**src/rtl/sm83_pkg.sv**
```systemverilog
// Shared definitions for the SM83 interrupt controller: controller states,
// default vector layout and the dispatch M-cycle encoding.
package sm83_pkg;

   typedef enum logic [2:0] {
      ST_IDLE = 3'd0,
      ST_HALT = 3'd1,
      ST_D1   = 3'd2,
      ST_D2   = 3'd3,
      ST_D3   = 3'd4,
      ST_D4   = 3'd5,
      ST_D5   = 3'd6
   } irq_state_e;

   localparam logic [15:0] VEC_BASE_DEF   = 16'h0040;
   localparam int          VEC_STRIDE_DEF = 8;

   localparam logic [2:0] DISP_M_NONE = 3'd0;
   localparam logic [2:0] DISP_M_D1   = 3'd1;
   localparam logic [2:0] DISP_M_D2   = 3'd2;
   localparam logic [2:0] DISP_M_D3   = 3'd3;
   localparam logic [2:0] DISP_M_D4   = 3'd4;
   localparam logic [2:0] DISP_M_D5   = 3'd5;

   function automatic logic [2:0] disp_m_of(input irq_state_e s);
      case (s)
         ST_D1:   return DISP_M_D1;
         ST_D2:   return DISP_M_D2;
         ST_D3:   return DISP_M_D3;
         ST_D4:   return DISP_M_D4;
         ST_D5:   return DISP_M_D5;
         default: return DISP_M_NONE;
      endcase
   endfunction

endpackage

```
**src/rtl/sm83_irq_ctl_if.sv**
```systemverilog
// CPU-core <-> interrupt controller signal bundle; master is the core side,
// slave is the controller.
interface sm83_irq_ctl_if #(
   parameter int NUM_IRQS = 8
) ();
   logic                m_end;
   logic                instr_end;
   logic                op_ei;
   logic                op_di;
   logic                op_reti;
   logic                op_halt;
   logic [NUM_IRQS-1:0] irq;
   logic                ime;
   logic                halted;
   logic                dispatch;
   logic [2:0]          disp_m;
   logic [NUM_IRQS-1:0] iack;
   logic [15:0]         vector;

   modport master (
      output m_end, instr_end, op_ei, op_di, op_reti, op_halt, irq,
      input  ime, halted, dispatch, disp_m, iack, vector
   );

   modport slave (
      input  m_end, instr_end, op_ei, op_di, op_reti, op_halt, irq,
      output ime, halted, dispatch, disp_m, iack, vector
   );
endinterface

```
**src/rtl/sm83_irq_prio.sv**
```systemverilog
// Combinational lowest-set-bit priority encoder: one-hot grant, binary index
// and a valid flag when any request is set.
module sm83_irq_prio #(
   parameter int N  = 8,
   parameter int IW = (N > 1) ? $clog2(N) : 1
) (
   input  logic [N-1:0]  req,
   output logic [N-1:0]  onehot,
   output logic [IW-1:0] idx,
   output logic          valid
);

   // Scan from the top down so the lowest set bit is the last one to win.
   always_comb begin
      onehot = '0;
      idx    = '0;
      valid  = |req;
      for (int i = N - 1; i >= 0; i--) begin
         if (req[i]) begin
            onehot    = '0;
            onehot[i] = 1'b1;
            idx       = IW'(i);
         end
      end
   end

endmodule

```
**src/rtl/sm83_irq_ctl.sv**
```systemverilog
// SM83 interrupt controller: IME/EI-delay tracking, HALT wake-up and the
// five M-cycle interrupt dispatch sequence with priority resolve in D4.
module sm83_irq_ctl
   import sm83_pkg::*;
#(
   parameter int          NUM_IRQS   = 8,
   parameter logic [15:0] VEC_BASE   = VEC_BASE_DEF,
   parameter int          VEC_STRIDE = VEC_STRIDE_DEF
) (
   input  logic         clk,
   input  logic         reset,
   sm83_irq_ctl_if.slave bus
);

   localparam int IW = (NUM_IRQS > 1) ? $clog2(NUM_IRQS) : 1;

   irq_state_e          state_q, state_d;
   logic                ime_q, ime_d;
   logic                ime_pend_q, ime_pend_d;
   logic [15:0]         vector_q, vector_d;
   logic [NUM_IRQS-1:0] iack_c;

   logic [NUM_IRQS-1:0] prio_oh;
   logic [IW-1:0]       prio_idx;
   logic                prio_vld;
   logic                pending;
   logic [15:0]         vec_calc;

   sm83_irq_prio #(
      .N  (NUM_IRQS),
      .IW (IW)
   ) u_prio (
      .req    (bus.irq),
      .onehot (prio_oh),
      .idx    (prio_idx),
      .valid  (prio_vld)
   );

   assign pending  = |bus.irq;
   assign vec_calc = VEC_BASE + (16'(prio_idx) * 16'(VEC_STRIDE));

   always_comb begin
      state_d    = state_q;
      ime_d      = ime_q;
      ime_pend_d = ime_pend_q;
      vector_d   = vector_q;
      iack_c     = '0;
      case (state_q)
         ST_IDLE: begin
            if (bus.m_end && bus.instr_end) begin
               if (bus.op_di) begin
                  ime_d      = 1'b0;
                  ime_pend_d = 1'b0;
               end else if (bus.op_ei) begin
                  ime_pend_d = 1'b1;
               end else if (ime_pend_q) begin
                  ime_d      = 1'b1;
                  ime_pend_d = 1'b0;
               end
               if (bus.op_reti) ime_d = 1'b1;
               // Dispatch decision sees the IME value this instruction leaves behind.
               if (!bus.op_ei && ime_d && pending) begin
                  state_d = ST_D1;
                  ime_d   = 1'b0;
               end else if (bus.op_halt) begin
                  state_d = ST_HALT;
               end
            end
         end
         ST_HALT: begin
            if (bus.m_end && pending) begin
               if (ime_q) begin
                  state_d = ST_D1;
                  ime_d   = 1'b0;
               end else begin
                  state_d = ST_IDLE;
               end
            end
         end
         ST_D1: if (bus.m_end) state_d = ST_D2;
         ST_D2: if (bus.m_end) state_d = ST_D3;
         ST_D3: if (bus.m_end) state_d = ST_D4;
         ST_D4: begin
            // A request withdrawn before this point yields no ack and a zero vector.
            if (bus.m_end) begin
               state_d  = ST_D5;
               iack_c   = prio_oh;
               vector_d = prio_vld ? vec_calc : 16'h0000;
            end
         end
         ST_D5: if (bus.m_end) state_d = ST_IDLE;
         default: state_d = ST_IDLE;
      endcase
   end

   always_ff @(posedge clk or negedge reset) begin
      if (!reset) begin
         state_q    <= ST_IDLE;
         ime_q      <= 1'b0;
         ime_pend_q <= 1'b0;
         vector_q   <= 16'h0000;
      end else begin
         state_q    <= state_d;
         ime_q      <= ime_d;
         ime_pend_q <= ime_pend_d;
         vector_q   <= vector_d;
      end
   end

   assign bus.ime      = ime_q;
   assign bus.halted   = (state_q == ST_HALT);
   assign bus.disp_m   = disp_m_of(state_q);
   assign bus.dispatch = (disp_m_of(state_q) != DISP_M_NONE);
   assign bus.iack     = iack_c;
   assign bus.vector   = vector_q;

endmodule

```
**src/flat_wrapper.sv**
```systemverilog
// flat-port wrapper written by rule: the top's interface ports become plain ports
module sm83_irq_ctl_flat import sm83_pkg::*;
#(
   parameter int          NUM_IRQS   = 8,
   parameter logic [15:0] VEC_BASE   = VEC_BASE_DEF,
   parameter int          VEC_STRIDE = VEC_STRIDE_DEF
)
  (clk, reset, bus_m_end, bus_instr_end, bus_op_ei, bus_op_di, bus_op_reti, bus_op_halt, bus_irq, bus_ime, bus_halted, bus_dispatch, bus_disp_m, bus_iack, bus_vector);
  sm83_irq_ctl_if #(.NUM_IRQS(NUM_IRQS)) bus_i ();
  input  logic clk;
  input  logic reset;
  input wire logic [$bits(bus_i.m_end)-1:0] bus_m_end;
  input wire logic [$bits(bus_i.instr_end)-1:0] bus_instr_end;
  input wire logic [$bits(bus_i.op_ei)-1:0] bus_op_ei;
  input wire logic [$bits(bus_i.op_di)-1:0] bus_op_di;
  input wire logic [$bits(bus_i.op_reti)-1:0] bus_op_reti;
  input wire logic [$bits(bus_i.op_halt)-1:0] bus_op_halt;
  input wire logic [$bits(bus_i.irq)-1:0] bus_irq;
  output wire logic [$bits(bus_i.ime)-1:0] bus_ime;
  output wire logic [$bits(bus_i.halted)-1:0] bus_halted;
  output wire logic [$bits(bus_i.dispatch)-1:0] bus_dispatch;
  output wire logic [$bits(bus_i.disp_m)-1:0] bus_disp_m;
  output wire logic [$bits(bus_i.iack)-1:0] bus_iack;
  output wire logic [$bits(bus_i.vector)-1:0] bus_vector;
  assign bus_i.m_end = bus_m_end;
  assign bus_i.instr_end = bus_instr_end;
  assign bus_i.op_ei = bus_op_ei;
  assign bus_i.op_di = bus_op_di;
  assign bus_i.op_reti = bus_op_reti;
  assign bus_i.op_halt = bus_op_halt;
  assign bus_i.irq = bus_irq;
  assign bus_ime = bus_i.ime;
  assign bus_halted = bus_i.halted;
  assign bus_dispatch = bus_i.dispatch;
  assign bus_disp_m = bus_i.disp_m;
  assign bus_iack = bus_i.iack;
  assign bus_vector = bus_i.vector;
  sm83_irq_ctl #(.NUM_IRQS(NUM_IRQS), .VEC_BASE(VEC_BASE), .VEC_STRIDE(VEC_STRIDE)) u_core (.clk(clk), .reset(reset), .bus(bus_i));
endmodule
```
**config.mk**
```make
export PLATFORM = sky130hd
export DESIGN_NAME = sm83_irq_ctl_flat
export DESIGN_NICKNAME = d
export VERILOG_FILES = /design/src/rtl/sm83_pkg.sv /design/src/rtl/sm83_irq_ctl_if.sv /design/src/rtl/sm83_irq_prio.sv /design/src/rtl/sm83_irq_ctl.sv /design/src/flat_wrapper.sv
export SDC_FILE = /design/constraint.sdc
export NUM_CORES = 1
export LEC_CHECK = 0
export BUFFER_PORTS_ARGS = -buffer_cell sky130_fd_sc_hd__buf_2
export CAP_MARGIN = 25
export CORE_AREA = 4 4 47 59
export DETAILED_ROUTE_END_ITERATION = 16
export DIE_AREA = 0 0 51 63
export PLACE_DENSITY = 0.7
export SYNTH_ARGS = -nofsm -noshare
export SYNTH_HDL_FRONTEND = slang
export SYNTH_SLANG_ARGS = --single-unit
```
**constraint.sdc**
```tcl
create_clock -name clk -period 5 [get_ports clk]
set_input_delay 1 -clock clk [delete_from_list [all_inputs] [get_ports clk]]
set_output_delay 1 -clock clk [all_outputs]
set_load 0.01 [all_outputs]
```
==> results of run 1 <==
==> cell usage after synthesis, drive strengths merged, types with 3 or more instances <==
cell / instances / area (sq um)
o21ai: 8 / 47.6
nand2: 7 / 26.3
nand2b: 3 / 18.8
nor4: 3 / 25.0
nor3b: 3 / 22.5
a21oi: 5 / 25.0
buf: 15 / 120
nor3: 3 / 15.0
dfrtp: 9 / 225
nor2: 12 / 45.0
inv: 5 / 18.8
==> area by class of cell <==
class / count / area [sq um] / area share, %
timing repair buffer: 33 / 165 / 17.0
inverter: 5 / 18.8 / 1.93
multi-input combinational: 83 / 497 / 51.2
tap: 31 / 38.8 / 3.99
sequential: 9 / 225 / 23.2
clock buffer: 4 / 26.3 / 2.71
==> final timing paths <==
path                       slack (ns)  depth (start not counted)                   end                 start
setup reg to reg                 3.20                          5     u_core.state_q[0]     u_core.state_q[2]
max in group asynchronous        4.23                          1  u_core.bus.vector[6]                 reset
hold reg to reg                  0.49                          2  u_core.bus.vector[6]  u_core.bus.vector[6]
hold / removal                   0.49                          2  u_core.bus.vector[6]  u_core.bus.vector[6]
setup / recovery                 1.64                          6           bus_iack[6]            bus_irq[0]
min in group asynchronous        0.58                          1     u_core.state_q[1]                 reset
==> where the power goes <==
group	switching, mW	internal, mW
combinational	0.107	0.101
sequential	0.0565	0.104
clock	0.0258	0.0307
total	0.189	0.235
==> routing by layer <==
metal	routed length, microns	global-route usage (%)	vias up
li1	-	-	406
met1	843	16.3	336
met2	924	19.4	32
met3	154	3.10	4
met4	39	6.40	0
met5	0	0	-
==> cells by family after synthesis <==
| logic type | count (synthesis) |
|---|---|
| AO/OA/AOI/OAI | 27 |
| buffers and inverters | 22 |
| other | 1 |
| flip-flops | 9 |
| AND/OR/NAND/NOR | 43 |
| multiplexers | 1 |
==> critical path: stages <==
cell	delay (ns)
buf_2	0.12
nor2_1	0.20
nand4_1	0.19
or3_4	0.41
nor4b_1	0.26
buf_2	0.18
==> flip-flops by register name, summed over array words and instances, names as in the netlist <==
register           cells
u_core.ime_pend_q      1
u_core.bus.ime         1
u_core.bus.vector      4
u_core.state_q         3
==> results.json, run 1 <==
{
  "crit_fanout": 5,
  "dpl_worst_slack_ns": 1.63,
  "finClkSkew_ns": 0.00854,
  "die_w_microns": 51,
  "hold_viol": 0,
  "cts_setup_buffers": 0,
  "clock_path_buffers": 2,
  "grt_pass1_vias": 755,
  "track_usage_pct": 12.7,
  "p_leak_nw": 0.490,
  "pin_count": 46,
  "yosys-mux-area-fraction_pct": 1.33,
  "die_h_microns": 63,
  "yosysWarnings": 0,
  "min_period_ns": 3.36,
  "ys_seq_area_share_pct": 26.6,
  "final_antenna_net_count": 0,
  "fmax_mhz": 298,
  "synth_edf_count": 0,
  "rsz0062_at_grt": "no",
  "cts_resized": 0,
  "drc": 0,
  "place_area_sq_um": 945,
  "drv_slew": 0,
  "synth-seq-cells": 9,
  "synthFlopType": "dfrtp_1",
  "io_buffers": 33,
  "fin_nets": 151,
  "synth_top_family_by_area": "simple AND/OR/NAND/NOR gates",
  "status": "finished clean",
  "cap_violations": 0,
  "place.gp.congestion": 0.839,
  "cts_tree": "done",
  "wirelength_mm": 1.96,
  "syn2layout_area_growth_pct": 14.6,
  "cts_hold_buf": 0,
  "yosys.area_share.xor_xnor_pct": 0,
  "rows": 19,
  "async_flop_share_pct": 100,
  "n_fill_cell": 239,
  "antenna_found_initial": 0,
  "final_common_cell": "buf_2",
  "tns_ns": 0,
  "dieArea_sq_um": 3210,
  "path_class": "in -> out",
  "cp.arrival_ns": 2.36,
  "synth-simple-area-share_pct": 29.1,
  "numCtsBuffers": 3,
  "grt-ovfl-total": 0,
  "final_cell_count_no_fill": 165,
  "netlist_area_sq_um": 847,
  "routedWlPerCell_microns": 11.9,
  "placed_cells": 161,
  "final_layout_size_suffix_gt1_share_pct": 32.8,
  "fin_ws_ns": 1.64,
  "setup_viol": 0,
  "diodes": 0,
  "cts.sinks": 9,
  "vdd_drop_max_mv": 0.143,
  "p_per_area_nw_per_um2": 437,
  "grt_max_degree": 20,
  "vias_per_cell": 4.72,
  "htreeDepth": 1,
  "start_kind": "primary input",
  "grt_first_pass_wirelength_mm": 3.22,
  "cts_root_buf": "clkbuf_4",
  "coreArea_sq_um": 2210,
  "final_core_util_pct": 43.9,
  "yosys.area_share.adder_pct": 0,
  "path_clk_slew_ns": 0.06,
  "holdCritPathClass": "reg -> reg",
  "setup.worst_path.end_class": "output pin",
  "crit_required_ns": 4.00,
  "final_area_sq_um": 971,
  "synth_compound_area_share_pct": 22.9,
  "synth_cell_types": 40,
  "hpwl_mm": 1.61,
  "first_pass_iters": 4,
  "fin_crit_sh_pct": 67.2,
  "clock_latency_ns": 0.26,
  "vias": 778,
  "synthCells": 103,
  "avgSynthCellArea_sq_um": 8.22,
  "total_power_mw": 0.425,
  "mostFrequentLayoutCells": "buf_2, nor2_1, conb_1",
  "initial_core_util_pct": 38.3,
  "drtIter0Drc": 22,
  "timing.hold.ws_ns": 0.486
}
No activity file was read; power rests on OpenSTA's default activity.
==> run 2, diff against run 1 <==
Settings changed: CORE_AREA 4 4 47 59 to 4 4 47 60, DIE_AREA 0 0 51 63 to 0 0 51 64, PLACE_DENSITY 0.7 to 0.71.
Clock period 5 ns to 2.8 ns, I/O delays scaled along.
==> results.json, run 2 (synthesized netlist as in run 1, its figures left out) <==
{
  "rows": 20,
  "clock_path_buffers": 2,
  "crit_end": "bus_iack[6]",
  "grt_first_pass_wirelength_mm": 3.17,
  "die_h_microns": 64,
  "first_pass_iters": 4,
  "finClkSkew_ns": 0.00236,
  "cts_tree": "done",
  "cts_setup_buffers": 0,
  "holdCritPathClass": "in -> async",
  "fin_nets": 152,
  "initial_core_util_pct": 36.4,
  "pin_count": 46,
  "cts_resized": 0,
  "final_antenna_net_count": 0,
  "rr_worst_depth": 5,
  "r2r_slack_ns": 1.03,
  "fin_ws_ns": 0.142,
  "drtIter0Drc": 7,
  "track_usage_pct": 12.7,
  "final_cell_count_no_fill": 168,
  "cts.sinks": 9,
  "coreArea_sq_um": 2330,
  "vias_per_cell": 4.86,
  "path_class": "reg -> out",
  "fmax_mhz": 376,
  "vias": 816,
  "seq_area_sq_um": 225,
  "grt_max_degree": 19,
  "cp.arrival_ns": 2.10,
  "crit_required_ns": 2.24,
  "numCtsBuffers": 3,
  "vdd_drop_max_mv": 0.380,
  "drv_slew": 0,
  "setup_viol": 0,
  "drc": 0,
  "largest_register_ffs": 4,
  "setup.worst_path.end_class": "output pin",
  "clock_latency_ns": 0.26,
  "die_w_microns": 51,
  "syn2layout_area_growth_pct": 15.8,
  "crit_fanout": 14,
  "n_fill_cell": 260,
  "p_per_area_nw_per_um2": 781,
  "grt_pass1_vias": 787,
  "place.gp.congestion": 0.873,
  "start_kind": "register",
  "wirelength_mm": 1.97,
  "routedWlPerCell_microns": 11.7,
  "htreeDepth": 1,
  "grt-ovfl-total": 0,
  "multi_input_area_sq_um": 497,
  "tns_ns": 0,
  "worstReg2RegEnd": "u_core.state_q[0]",
  "total_power_mw": 0.766,
  "antenna_found_initial": 0,
  "diodes": 0,
  "path_clk_slew_ns": 0.06,
  "hold_viol": 0,
  "p_leak_nw": 0.495,
  "status": "finished clean",
  "final_layout_size_suffix_gt1_share_pct": 33.3,
  "cts_hold_buf": 0,
  "worstReg2RegStart": "u_core.state_q[2]",
  "crit_path_start": "u_core.state_q[1]",
  "mostFrequentLayoutCells": "buf_2, nor2_1, conb_1",
  "final_common_cell": "buf_2",
  "fin_crit_sh_pct": 94.9,
  "cap_violations": 0,
  "hpwl_mm": 1.62,
  "cts_root_buf": "clkbuf_4",
  "io_buffers": 33,
  "dieArea_sq_um": 3260,
  "dpl_worst_slack_ns": 0.326,
  "min_period_ns": 2.66,
  "rsz0062_at_grt": "no",
  "placed_cells": 164
}
-- run 2: changes by cell type in the layout (fill, tap and decap cells not counted), sizes merged --
cell	previous run	this run
buf	33	34
-- run 2: area by class of cell --
cell class | count | share of cell area, %
clock buffer | 4 | 2.68
timing repair buffer | 34 | 17.6
tap | 33 | 4.21
sequential | 9 | 23.0
multi-input combinational | 83 | 50.6
inverter | 5 | 1.91
-- run 2: where the power goes --
part	internal, mW	leakage [nW]	switching [mW]
Combinational	0.188	0.364	0.223
Sequential	0.186	0.116	0.0704
Clock	0.0549	0.0150	0.0445
-- run 2: how the worst min path moves through the flow --
stage | cells after the start | start | to
after global placement | 1 | reset | u_core.state_q[0]
after CTS | 1 | reset | u_core.state_q[1]
after detailed placement | 1 | reset | u_core.state_q[0]
final | 1 | reset | u_core.state_q[1]
after floorplan | 0 | reset | u_core.bus.ime
after global routing | 1 | reset | u_core.state_q[0]
-- run 2: worst max-delay path, cell delays in order, from the launching register on --
cell     delay [ns]
dfrtp_1        0.51
and2b_1        0.32
nand4_1        0.16
or3_4          0.41
nor4b_1        0.27
buf_2          0.17
-- run 2: metrics by stage --
stage                     hold WS, ns  utilization (%)  area [sq um]
after CTS                       0.139             42.2           981
after global placement          0.417             41.0           955
after global routing            0.147             42.2           981
after detailed placement        0.427             41.0           955
after floorplan                 0.264                -           888
final                           0.145             42.2           981
-- run 2: metal layers --
metal  global-route usage (%)  share of wire (%)  wire (microns)  up-vias
met5                        0                  0               0        -
met1                     15.5                 42             828      373
met4                     7.07                1.2              24        0
met2                     20.3                 50             981       30
met3                     2.80                7.0             138        4
li1                         -                  -               -      409
==> run 3, diff against run 2 <==
Settings changed: CORE_AREA 4 4 47 60 to 5 5 48 61, DIE_AREA 0 0 51 64 to 0 0 53 66.
==> results.json, run 3 (synthesized netlist as in run 1, its figures left out) <==
{
  "status": "finished clean",
  "dieArea_sq_um": 3500,
  "grt_max_degree": 19,
  "setup_viol": 0,
  "fin_crit_sh_pct": 94.2,
  "syn2layout_area_growth_pct": 15.8,
  "wirelength_mm": 1.95,
  "htreeDepth": 1,
  "coreArea_sq_um": 2330,
  "start_kind": "register",
  "vdd_drop_max_mv": 0.370,
  "worstReg2RegStart": "u_core.state_q[2]",
  "cts_resized": 0,
  "critPathTopFamily": "simple AND/OR/NAND/NOR gates",
  "numCtsBuffers": 3,
  "multi_input_area_sq_um": 497,
  "first_pass_iters": 4,
  "grt_pass1_vias": 774,
  "final_layout_size_suffix_gt1_share_pct": 33.3,
  "holdCritPathClass": "in -> async",
  "rows": 20,
  "die_h_microns": 66,
  "worstReg2RegEnd": "u_core.state_q[0]",
  "fin_nets": 152,
  "cp.arrival_ns": 2.08,
  "critical_path.max_stage_delay_ns": 0.51,
  "p_switching_mw": 0.335,
  "cts_hold_buf": 0,
  "path_class": "reg -> out",
  "drv_slew": 0,
  "pin_count": 46,
  "seq_area_sq_um": 225,
  "setup.worst_path.end_class": "output pin",
  "grt_first_pass_wirelength_mm": 3.17,
  "clock_path_buffers": 2,
  "rr_worst_depth": 5,
  "final_common_cell": "buf_2",
  "path_cells": "and2b_1 -> nand4_1 -> or3_4 -> nor4b_1 -> buf_2",
  "crit_path_start": "u_core.state_q[1]",
  "drtIter0Drc": 2,
  "min_period_ns": 2.64,
  "p_per_area_nw_per_um2": 778,
  "mostFrequentLayoutCells": "buf_2, nor2_1, conb_1",
  "hold_viol": 0,
  "vias_per_cell": 4.82,
  "p_int_mw": 0.429,
  "io_buffers": 33,
  "r2r_slack_ns": 1.02,
  "diodes": 0,
  "n_fill_cell": 264,
  "clock_latency_ns": 0.26,
  "crit_fanout": 14,
  "crit_slowest_cell": "dfrtp_1",
  "cts_tree": "done",
  "seq_power_share_pct": 33.6,
  "cts_root_buf": "clkbuf_4",
  "place.gp.congestion": 0.836,
  "cts_setup_buffers": 0,
  "p_leak_nw": 0.495,
  "largest_register_ffs": 4,
  "finClkSkew_ns": 0.00273,
  "rsz0062_at_grt": "no",
  "fmax_mhz": 379,
  "cts.sinks": 9,
  "antenna_found_initial": 0,
  "path_clk_slew_ns": 0.06,
  "routedWlPerCell_microns": 11.6,
  "initial_core_util_pct": 36.4,
  "p_comb_share_pct": 53.4,
  "grt-ovfl-total": 0,
  "timing.hold.ws_ns": 0.138,
  "p_sw_share_pct": 43.8,
  "tns_ns": 0,
  "cap_violations": 0,
  "vias": 809,
  "pwr-share-clk_pct": 13.0,
  "track_usage_pct": 11.9,
  "hpwl_mm": 1.63,
  "crit_required_ns": 2.24,
  "die_w_microns": 53,
  "critPathBufInv": 1,
  "drc": 0,
  "final_antenna_net_count": 0
}
-- run 3: cell counts in the layout (fill, tap and decap cells not counted) --
Identical to the previous run, type by type.
-- run 3: worst max path at each step --
stage | to | slack [ns] | cells after the start
2_1_floorplan | bus_iack[6] | 0.50 | 4
3_3_place_gp | bus_iack[6] | 0.37 | 6
3_5_place_dp | bus_iack[6] | 0.31 | 6
4_1_cts | bus_iack[6] | 0.15 | 5
5_1_grt | bus_iack[6] | 0.01 | 5
6_report | bus_iack[6] | 0.16 | 5
-- run 3: per-layer routing --
| metal | share of wire [%] | global-route usage, % | up-vias | routed length [microns] |
|---|---|---|---|---|
| met5 | 0 | 0 | - | 0 |
| met4 | 1.5 | 5.75 | 0 | 30 |
| met3 | 7.0 | 2.48 | 4 | 136 |
| met2 | 50 | 20.0 | 29 | 966 |
| met1 | 42 | 13.9 | 369 | 812 |
| li1 | - | - | 407 | - |
-- run 3: through the flow --
stage               utilization [%]  instance area (sq um)  setup WS (ns)  power, mW  std cells
floorplan                         -                    888          0.503      0.589        114
global placement               41.0                    955          0.375      0.657        164
detailed placement             41.0                    955          0.309      0.673        164
CTS                            42.2                    981          0.155      0.775        168
global route                   42.2                    981         0.0132      0.838        168
finish                         42.2                    981          0.163      0.764        168
-- run 3: cell type report --
cell class                 count  area share [%]
multi-input combinational     83            50.6
timing repair buffer          34            17.6
inverter                       5            1.91
tap                           33            4.21
clock buffer                   4            2.68
sequential                     9            23.0
-- run 3: power groups by stage --
stage / Clock, mW / Sequential, mW / Combinational (mW)
finish: 0.0990 / 0.257 / 0.408
global route: 0.110 / 0.271 / 0.457
CTS: 0.103 / 0.257 / 0.414
detailed placement: 0 / 0.260 / 0.413
global placement: 0 / 0.255 / 0.401
floorplan: 0 / 0.238 / 0.351
